--- src/rtl/dclk_arb_pkg.sv ---
// Shared definitions for the ALU/bus arbiter of the timer PLAs.
// Contents:
//   REQ_SET / REQ_UPD / REQ_CMP  requester index constants
//   arb_state_t                  arbiter state enumeration
//   alu_op_t                     ALU operation codes carried on alu_s
//   HOLD_MAX_DEF                 default maximum grant length (clk cycles)
//   CNT_W                        width of the watchdog hold counter
package dclk_arb_pkg;

  localparam int NUM_REQ = 3;
  localparam int REQ_SET = 0;
  localparam int REQ_UPD = 1;
  localparam int REQ_CMP = 2;

  localparam int HOLD_MAX_DEF = 48;
  localparam int CNT_W        = 6;

  typedef enum logic [1:0] {
    IDLE  = 2'b00,
    GRANT = 2'b01,
    TURN  = 2'b10
  } arb_state_t;

  typedef enum logic [1:0] {
    ALU_ADD = 2'b00,
    ALU_SUB = 2'b01,
    ALU_AND = 2'b10,
    ALU_OR  = 2'b11
  } alu_op_t;

endpackage

--- src/rtl/arb_prio_enc.sv ---
// Fixed-priority one-hot encoder for the arbiter.
// Priority: time-update (bit1) > timer-compare (bit2) > timer-set (bit0).
// Ports:
//   elig  in  3  eligible requests (req with masked requesters removed)
//   pick  out 3  one-hot winner, zero when nothing is eligible
module arb_prio_enc
  import dclk_arb_pkg::*;
(
  input  logic [NUM_REQ-1:0] elig,
  output logic [NUM_REQ-1:0] pick
);

  always_comb begin
    pick = '0;
    if (elig[REQ_UPD])      pick[REQ_UPD] = 1'b1;
    else if (elig[REQ_CMP]) pick[REQ_CMP] = 1'b1;
    else if (elig[REQ_SET]) pick[REQ_SET] = 1'b1;
  end

endmodule

--- src/rtl/alu_bus_arbiter.sv ---
// Arbiter granting the shared ALU/bus to one of three timer PLAs.
// IDLE -> GRANT on any eligible request, GRANT -> TURN on done/release
// of the granted requester, TURN is a single turnaround cycle back to IDLE.
// Optional watchdog: define ARB_WATCHDOG_EN to bound the grant length to
// HOLD_MAX cycles; an expired requester is masked until it drops its req.
// Ports:
//   clk      in  1  clock, rising edge
//   clear    in  1  asynchronous active-high reset
//   req      in  3  requests (bit0 set, bit1 update, bit2 compare)
//   done     in  3  end-of-operation strobes, only granted bit is used
//   s_in     in  6  per-requester ALU select, requester i at [2i+1:2i]
//   cin_in   in  3  per-requester ALU carry-in
//   gnt      out 3  registered one-hot grant / PLA enable
//   alu_s    out 2  ALU select of the granted requester
//   alu_cin  out 1  carry-in of the granted requester
//   busy     out 1  high outside IDLE
//   timeout  out 1  one-cycle pulse when a grant is force-revoked
module alu_bus_arbiter
  import dclk_arb_pkg::*;
#(
  parameter int HOLD_MAX = HOLD_MAX_DEF
) (
  input  logic                 clk,
  input  logic                 clear,
  input  logic [NUM_REQ-1:0]   req,
  input  logic [NUM_REQ-1:0]   done,
  input  logic [2*NUM_REQ-1:0] s_in,
  input  logic [NUM_REQ-1:0]   cin_in,
  output logic [NUM_REQ-1:0]   gnt,
  output logic [1:0]           alu_s,
  output logic                 alu_cin,
  output logic                 busy,
  output logic                 timeout
);

  if (HOLD_MAX < 2 || HOLD_MAX > 63) begin : g_hold_chk
    $error("alu_bus_arbiter: HOLD_MAX out of range 2..63");
  end

  arb_state_t         state, state_nxt;
  logic [NUM_REQ-1:0] gnt_nxt;
  logic [NUM_REQ-1:0] elig;
  logic [NUM_REQ-1:0] pick;
  logic               g_done;
  logic               g_req;
  logic               expire;

  // gnt is one-hot, so AND-reduce-OR selects the granted requester's bit.
  assign g_done = |(done & gnt);
  assign g_req  = |(req & gnt);

`ifdef ARB_WATCHDOG_EN
  localparam logic [CNT_W-1:0] HOLD_LAST = CNT_W'(HOLD_MAX - 1);

  logic [CNT_W-1:0]   hold_cnt;
  logic [NUM_REQ-1:0] mask;

  assign elig = req & ~mask;
  // A done or release in the expiry cycle wins: it is a normal completion.
  assign expire = (state == GRANT) && (hold_cnt == HOLD_LAST) && !g_done && g_req;

  // Counter is zero in IDLE, so the first GRANT cycle sees 0.
  always_ff @(posedge clk or posedge clear) begin
    if (clear)               hold_cnt <= '0;
    else if (state == GRANT) hold_cnt <= hold_cnt + 1'b1;
    else                     hold_cnt <= '0;
  end

  // A low req clears its mask bit; an expiry masks the granted requester.
  always_ff @(posedge clk or posedge clear) begin
    if (clear) mask <= '0;
    else       mask <= (mask & req) | (expire ? gnt : '0);
  end
`else
  assign elig   = req;
  assign expire = 1'b0;
`endif

  arb_prio_enc u_prio (
    .elig (elig),
    .pick (pick)
  );

  always_ff @(posedge clk or posedge clear) begin
    if (clear) begin
      state <= IDLE;
      gnt   <= '0;
    end else begin
      state <= state_nxt;
      gnt   <= gnt_nxt;
    end
  end

  always_comb begin
    state_nxt = state;
    gnt_nxt   = gnt;
    case (state)
      IDLE: begin
        if (|pick) begin
          gnt_nxt   = pick;
          state_nxt = GRANT;
        end
      end
      GRANT: begin
        if (g_done || !g_req || expire) begin
          gnt_nxt   = '0;
          state_nxt = TURN;
        end
      end
      TURN: begin
        gnt_nxt   = '0;
        state_nxt = IDLE;
      end
      default: begin
        gnt_nxt   = '0;
        state_nxt = IDLE;
      end
    endcase
  end

  always_comb begin
    alu_s   = 2'b00;
    alu_cin = 1'b0;
    case (gnt)
      3'b001: begin alu_s = s_in[2*REQ_SET +: 2]; alu_cin = cin_in[REQ_SET]; end
      3'b010: begin alu_s = s_in[2*REQ_UPD +: 2]; alu_cin = cin_in[REQ_UPD]; end
      3'b100: begin alu_s = s_in[2*REQ_CMP +: 2]; alu_cin = cin_in[REQ_CMP]; end
      default: begin alu_s = 2'b00; alu_cin = 1'b0; end
    endcase
  end

  assign busy    = (state != IDLE);
  assign timeout = expire;

endmodule
--- config.mk ---
export PLATFORM = sky130hd
export DESIGN_NAME = alu_bus_arbiter
export DESIGN_NICKNAME = d
export VERILOG_FILES = /design/src/rtl/dclk_arb_pkg.sv /design/src/rtl/arb_prio_enc.sv /design/src/rtl/alu_bus_arbiter.sv
export SDC_FILE = /design/constraint.sdc
export NUM_CORES = 1
export LEC_CHECK = 0
export ABC_AREA = 1
export CORE_AREA = 2 2 39 41
export DETAILED_ROUTE_END_ITERATION = 8
export DIE_AREA = 0 0 41 43
export HOLD_SLACK_MARGIN = 0.02
export PLACE_DENSITY = 0.75
export SETUP_SLACK_MARGIN = 0.05
export SYNTH_ARGS = -nofsm -noshare
export SYNTH_HDL_FRONTEND = slang
export SYNTH_SLANG_ARGS = --single-unit
--- constraint.sdc ---
create_clock -name clk -period 2.05 [get_ports clk]
set_input_delay 0.205 -clock clk [delete_from_list [all_inputs] [get_ports clk]]
set_output_delay 0.205 -clock clk [all_outputs]
set_load 0.02 [all_outputs]
After elaboration in Yosys (flattened, before gate mapping)

Cells that the tools add are included.

Output and inout port bits: 8
Bits of input ports: 17
Flip-flop bits (word level): 5

Eq/ne operators: 6
Bitwise logic cells: 2
Reductions and logical operators: 8
Muxes and demuxes: 14

Operator list:

| operator                                                        | count |
|---|---|
| 3-bit OR reduction                                              | 3 |
| 3-bit bitwise AND                                               | 2 |
| 1-bit two-way mux                                               | 6 |
| 3-bit two-way mux                                               | 2 |
| 2-bit case mux with 3 select lines                              | 1 |
| 3-bit case mux with 2 select lines                              | 1 |
| 2-bit two-way mux                                               | 2 |
| 2-bit != test, second input constant                            | 2 |
| 2-bit case mux with 2 select lines                              | 1 |
| 3-bit by 1-bit == test with 1-bit output, second input constant | 1 |
| 3-bit by 2-bit == test with 1-bit output, second input constant | 1 |
| 3-bit == test, second input constant                            | 1 |
| 1-bit case mux with 3 select lines                              | 1 |
| 2-bit by 1-bit == test with 1-bit output, second input constant | 1 |
| 2-bit zero test                                                 | 1 |
| 2-bit AND reduction                                             | 1 |
| 2-bit nonzero test                                              | 1 |
| 1-bit zero test                                                 | 1 |
| 1-bit logical OR                                                | 1 |

Depth between registers and ports, before layout

Gate-level depths: netlist of run 1.

Depth after elaboration: 6
Depth in mapped cells: 7
Mapped depth without buffers: 7

Modules after synthesis

Synthesis of run 1 repeated with hierarchy kept, for this count alone.

Cells, all modules: 60
Area total of the unflattened synthesis: 357.8 um^2

Modules (own cells, without submodules):

| module          | area an instance (um^2) | instances | sequential area each (um^2) | cells an instance |
|---|---|---|---|---|
| alu_bus_arbiter | 330.3                   | 1         | 125.1                       | 55 |
| arb_prio_enc    | 27.5                    | 1         | 0.0                         | 5 |

Least setup slack after synthesis of run 1

OpenSTA, ideal clock, no wires.

Path type: register -> output
Start point: register gnt[0]
End point: output alu_cin
Stages on the path, launching flop included: 4
Required time: 1845 ps
Arrival: 1068 ps
Setup slack: 777 ps
Cell sequence: dfrtp_1 > nor3b_1 > nand2_1 > nand3_1

Word-level cells in the longest chain between the ends: 2
Elaborated cells between the ends (all ways): 4

RTL lines:

| element                                | line                   | text |
|---|---|---|
| start: declaration                     | alu_bus_arbiter.sv:29  | `output logic [NUM_REQ-1:0] gnt,` |
| start signal: assignment               | alu_bus_arbiter.sv:90  | `gnt <= gnt_nxt;` |
| 3-bit == test (tied with other cells)  | alu_bus_arbiter.sv:124 | `case (gnt)` |
| 1-bit case mux with 3 select lines (*) | alu_bus_arbiter.sv:124 |  |
| end: declaration                       | alu_bus_arbiter.sv:31  | `output logic alu_cin,` |

Mark *: on every way between the ends. The rest lies on a longest branch, timed or not.

Worst setup path in the final report of run 1

Start point: register state[1]
End point: output busy

Word-level cells in the longest chain between the ends: 1

RTL lines:

| element                  | line                   | text |
|---|---|---|
| start: declaration       | alu_bus_arbiter.sv:40  | `arb_state_t state, state_nxt;` |
| start signal: assignment | alu_bus_arbiter.sv:89  | `state <= state_nxt;` |
| 2-bit nonzero test       | alu_bus_arbiter.sv:132 | `assign busy = (state != IDLE);` |
| end: declaration         | alu_bus_arbiter.sv:32  | `output logic busy,` |

Every way passes these cells.

==> metrics.cfg, run 1 <==
[sta]
hold_violations = 0
setup_tns_ps = 0
finalCritPeriodShare_pct = 79.0
fin_skew_ps = 2.38
fin_crit_ps = 1620
setup_viol_count_final = 0
drv_slew = 0
rsz0062_at_grt = no
layout_setup_ws_ps = 430
fmax_mhz = 617

[global_routing]
antenna_found_initial = 0
first_global_vias = 404
grt_usage_pct = 12.4
grt_pass1_wl_um = 1500
grt_max_degree = 8
grt-ovfl-total = 0

[clocking]
clock_latency_ps = 230
ctsResizeCount = 1
hold_buffers = 0
clockRootBuffer = clkbuf_4
ctsHtreeMaxLevel = 1
cts_sinks = 5
cts_buffers = 3
cts_setup_buffers = 0
clk_pin_slew_worst_paths_ps = 40
clock_path_buffers = 2
cts_tree = yes

[synthesis]
synth_fp_nets = 81
synth_top_cell_area_share_pct = 32.7
synth-edff-count = 0
synth.distinct_cells = 12
synthArstFlopShare_pct = 100
ys_ff_latch = 5
synth_common_cells = 29 x nand2_1, 11 x inv_1, 5 x dfrtp_1, 5 x nand3_1, 4 x nor2_1
ys.flop_type = dfrtp_1
ys_seq_area_share_pct = 32.7
synth_area_leaders = dfrtp_1 33%, nand2_1 28%, inv_1 11%, nand3_1 6.5%, nand2_2 4.9%
avgSynthCellArea_um2 = 5.98
synth_top_cell_by_area = dfrtp_1
synth_warnings = 0
synthCells = 64
syn-cell-area_um2 = 383
yosysMostFrequentCell = nand2_1

[setup_path]
path_max_fanout = 4
setup.worst_path.start = state[1]$_DFFE_PP0P_
startpoint_type = flop
critPathMaxStageDelay_ps = 540
r2r_cells = 7
ff2ff_setup_slack_ps = 960
crit-reg2reg-launch = state[1]$_DFFE_PP0P_
path_class = reg2out
cp_cell_sequence = nor2_2 -> inv_1 -> clkdlybuf4s50_1
end_kind = primary output
worstPathArrival_ps = 1410
crit_required_ps = 1850
rr_endpoint = gnt[0]$_DFFE_PP0P_
crit_slowest_cell = clkdlybuf4s50_1

[outcome]
outcome = finished clean

[power_and_ir_drop]
power_uw = 638
power_frac_comb_pct = 55.9
power_frac_clock_pct = 17.0
vdd_drop_max_uv = 746
swShare_pct = 41.7
leakage_uw = 0.000395
seqPwrFrac_pct = 27.1
intPower_uw = 372
powerDensity_nw_per_um2 = 961
switchingPower_uw = 266

[finish]
finish.utilization_pct = 48.0
fin_nets = 108
fillers = 152
drive_above_1_share_pct = 11.1
n_antenna_cell = 0
syn_to_final_growth_pct = 73.5

[placed_design]
post-dp-hpwl_um = 801
portBuffers = 23
gp_congestion = 0.790
place_ws_ps = 291

[floorplan]
core_region_area_um2 = 1380
start_util_pct = 27.7
die_x_um = 41
die-area_um2 = 1760
io_pins = 25
num_rows = 14
fp.dieH_um = 43

[drt]
wl_per_cell_um = 9.24
drt_drc_violations_left = 0
routed_wl_um = 979
antenna_left = 0
drt_iter0_drc = 3
dr.pass1.iters = 4
vias = 444
viasPerCell = 4.19

[run]
drv_cap = 0

[min_path]
hold_class = in2async

-- worst max path at each step --
stage | to | slack, ps | cells after the start
after global placement | alu_s[0] | 300 | 4
after detailed placement | alu_s[0] | 290 | 4
after global routing | busy | 350 | 3
final | busy | 430 | 3
after CTS | alu_s[0] | 140 | 4
after floorplan | alu_cin | 780 | 3
-- registers in the layout, summed over array words and instances, names as in the netlist --
register	flops
gnt	3
state	2
-- power by group through the flow --
stage | Clock (µW) | Sequential (µW) | Combinational (µW)
after floorplan | 0 | 182 | 197
after global placement | 0 | 169 | 363
after detailed placement | 0 | 173 | 364
after CTS | 115 | 174 | 366
after global routing | 119 | 179 | 399
final | 109 | 173 | 357
-- worst max-delay path: cells and delay by family, from the launching register on --
kind	cells	cell delay, ps
buf+inv	2	600
flops	1	380
simple gates	1	200
-- through the flow --
step	hold slack [ps]	area, µm²	instances
2_1_floorplan	-16.5	383	64
3_5_place_dp	426	626	102
6_report	173	664	106
4_1_cts	178	657	106
3_3_place_gp	417	626	102
5_1_grt	194	664	106
-- cell usage in the layout (no fill, tap or decap) --
master | netlist | final
clkbuf_4 | 0 | 3
conb_1 | 1 | 1
nand2_2 | 3 | 3
nor2_2 | 2 | 2
nand3b_1 | 1 | 1
inv_1 | 11 | 11
nand2_1 | 29 | 29
dlymetal6s2s_1 | 0 | 3
clkbuf_1 | 0 | 1
nand3_2 | 1 | 1
nor2_1 | 4 | 4
nand3_1 | 5 | 5
dfrtp_1 | 5 | 5
clkdlybuf4s50_1 | 0 | 20
nor3b_2 | 0 | 1
-- cells by family (layout without fill, tap and decap cells) --
logic type | after synthesis | count (layout) | synth area share, %
simple gates | 46 | 46 | 53.6
other cells | 1 | 1 | 0.979
buf+inv | 12 | 38 | 12.7
flops | 5 | 5 | 32.7
-- cell type report --
cell class              instances  area, µm²  share of cell area [%]
repair buffers                 23        238                    35.8
multi-input cells              47        214                    32.2
flip-flops and latches          5        125                    18.8
inverters                      11       41.3                    6.21
clock buffers                   4       26.3                    3.95
well taps                      16       20.0                    3.01
-- metal layers --
metal | vias up | track usage [%] | share of wire [%]
li1 | 239 | - | -
met1 | 184 | 13.7 | 41
met2 | 21 | 20.3 | 47
met3 | 0 | 6.81 | 13
met4 | 0 | 2.00 | 0
met5 | - | 0 | 0
(Power assumes the default switching activity.)
==> run 2, diff against run 1 <==
PLACE_DENSITY = 0.78   (was 0.75)
clock period = 1.3 ns   (was 2.05 ns; I/O delays follow)
==> metrics.cfg, run 2 (synthesis gave the netlist of run 1 again) <==
[sta]
fin_skew_ps = 3.58  ; +1.20 ps
fin_crit_ps = 1350
fmax_mhz = 743
drv_slew = 0  ; unchanged
fin_hold_ws_ps = 107  ; -66.8 ps
finalCritPeriodShare_pct = 104
layout_setup_ws_ps = -46.4  ; -477 ps
rsz0062_at_grt = yes
hold_violations = 0  ; unchanged
setup_viol_count_final = 3  ; +3

[setup_path]
path_max_fanout = 4  ; unchanged
crit-reg2reg-launch = gnt[2]$_DFFE_PP0P_
worstPathArrival_ps = 1220  ; -190 ps
path_class = reg2out
startpoint_type = flop
crit_required_ps = 1170  ; -680 ps
ff2ff_setup_slack_ps = 130  ; -830 ps
end_kind = primary output
setup.worst_path.start = gnt[1]$_DFFE_PP0P_

[finish]
drive_above_1_share_pct = 29.2  ; +18 points
top_register = gnt
fin_nets = 114  ; +5.6%
finish.utilization_pct = 53.4  ; +5.4 points
largest_reg_flops = 3  ; unchanged
n_antenna_cell = 0  ; unchanged
reg_top3 = gnt x3, state x2
mostFrequentLayoutCells = 28 x nand2_1, 16 x clkdlybuf4s50_1, 9 x inv_1, 5 x dfrtp_1, 5 x buf_6
syn_to_final_growth_pct = 93.1
layout_commonest_cell = nand2_1

[global_routing]
grt_pass1_wl_um = 1630  ; +8.8%
grt_usage_pct = 14.1  ; +1.6 points
first_global_vias = 476  ; +18%
grt-ovfl-total = 0  ; unchanged
antenna_found_initial = 0  ; unchanged
grt_max_degree = 6  ; -2

[outcome]
failed_checks = negative setup slack
outcome = finished with violations

[drt]
drt_iter0_drc = 10  ; +7
topRoutingLayerUsed = met3
viasPerCell = 4.26  ; +1.7%
vias = 477  ; +7.4%
routed-wl-met3_um = 123  ; unchanged
antenna_left = 0  ; unchanged
drt_drc_violations_left = 0  ; unchanged
routed_wl_um = 1160  ; +19%
routed-wl-met2_um = 607  ; +33%
wl_per_cell_um = 10.4  ; +12%
dr.pass1.iters = 4  ; unchanged
met1_length_um = 431  ; +8.3%

[power_and_ir_drop]
power_uw = 1170  ; +83%
seqPwrFrac_pct = 21.6  ; -5.5 points
vdd_drop_max_uv = 1220  ; +64%
power_frac_comb_pct = 63.3  ; +7.4 points
swShare_pct = 41.8  ; +0.054 points
intPower_uw = 679  ; +82%
leakage_uw = 0.000417  ; +5.7%
power_frac_clock_pct = 15.2  ; -1.8 points
switchingPower_uw = 487  ; +83%
powerDensity_nw_per_um2 = 1580  ; +64%

[floorplan]
io_pins = 25  ; unchanged
core_region_area_um2 = 1380  ; unchanged
die-area_um2 = 1760  ; unchanged
num_rows = 14  ; unchanged
fp.dieH_um = 43  ; unchanged
die_x_um = 41  ; unchanged
start_util_pct = 27.7  ; unchanged

[clocking]
cts_sinks = 5  ; unchanged
cts_buffers = 3  ; unchanged
ctsHtreeMaxLevel = 1  ; unchanged
clock_latency_ps = 240  ; about the same
clk_pin_slew_worst_paths_ps = 40  ; about the same
cts_tree = yes
clock_path_buffers = 2  ; unchanged
clockRootBuffer = clkbuf_4
hold_buffers = 0  ; unchanged

[placed_design]
post-dp-hpwl_um = 867  ; +8.3%
gp_congestion = 0.761  ; -3.7%
portBuffers = 23  ; unchanged

[min_path]
hold_class = in2async

[run]
drv_cap = 0  ; unchanged

[run 2: cell types whose count changed in the layout (fill, tap and decap cells not counted), moves of 3 or more]
cell | previous run | this run
buf_4 | 0 | 4
clkdlybuf4s50_1 | 20 | 16
buf_6 | 0 | 5
dlymetal6s2s_1 | 3 | 0
nand3_2 | 1 | 4
nand3_1 | 5 | 1
[run 2: worst max-delay path, stage by stage (launching register included)]
cell and delay, ps:
dfrtp_1 400, buf_4 150, nand2_1 70, inv_2 40
nand2_1 80, nand3_2 90, buf_6 140
[run 2: final timing paths]
path | endpoint | cells past startpoint
min in group clk | gnt[1]$_DFFE_PP0P_ | 3
hold / removal | gnt[0]$_DFFE_PP0P_ | 2
setup reg to reg | gnt[1]$_DFFE_PP0P_ | 8
setup / recovery | alu_s[1] | 6
hold reg to reg | gnt[0]$_DFFE_PP0P_ | 3
max in group asynchronous | state[0]$_DFFE_PP0P_ | 2
[run 2: area by class of cell]
class | instances | area (µm²)
fill | 130 | 644
timing repair buffer | 29 | 280
multi-input combinational | 47 | 246
sequential | 5 | 125
inverter | 11 | 41.3
clock buffer | 4 | 26.3
tap | 16 | 20.0
[run 2: power by group through the flow]
| stage | combinational [µW] | sequential, µW | clock [µW] |
|---|---|---|---|
| 2_1_floorplan | 311 | 287 | 0 |
| 3_3_place_gp | 668 | 246 | 0 |
| 3_5_place_dp | 673 | 249 | 0 |
| 4_1_cts | 673 | 252 | 182 |
| 5_1_grt | 803 | 256 | 191 |
| 6_report | 738 | 251 | 177 |
[run 2: layer usage]
metal	vias to the layer above	GRT usage, %
met4	0	4.00
li1	251	-
met1	203	10.9
met2	23	27.2
met3	0	6.81
met5	-	0
[run 2: repair_timing]
| item | 4_1_cts | 5_1_grt |
|---|---|---|
| gates resized for setup | 26 | 12 |
| setup buffers | 1 | 0 |
| pin swaps | 5 | 7 |
| setup endpoints to repair | 7 | 11 |
[run 2: through the flow]
step / TNS (ps) / worst slack, ps / area [µm²] / cells
2_1_floorplan: 0 / 102 / 383 / 64
3_3_place_gp: -851 / -297 / 663 / 107
3_5_place_dp: -876 / -294 / 663 / 107
4_1_cts: -39.7 / -15.9 / 707 / 112
5_1_grt: -292 / -134 / 739 / 112
6_report: -55.7 / -46.4 / 739 / 112
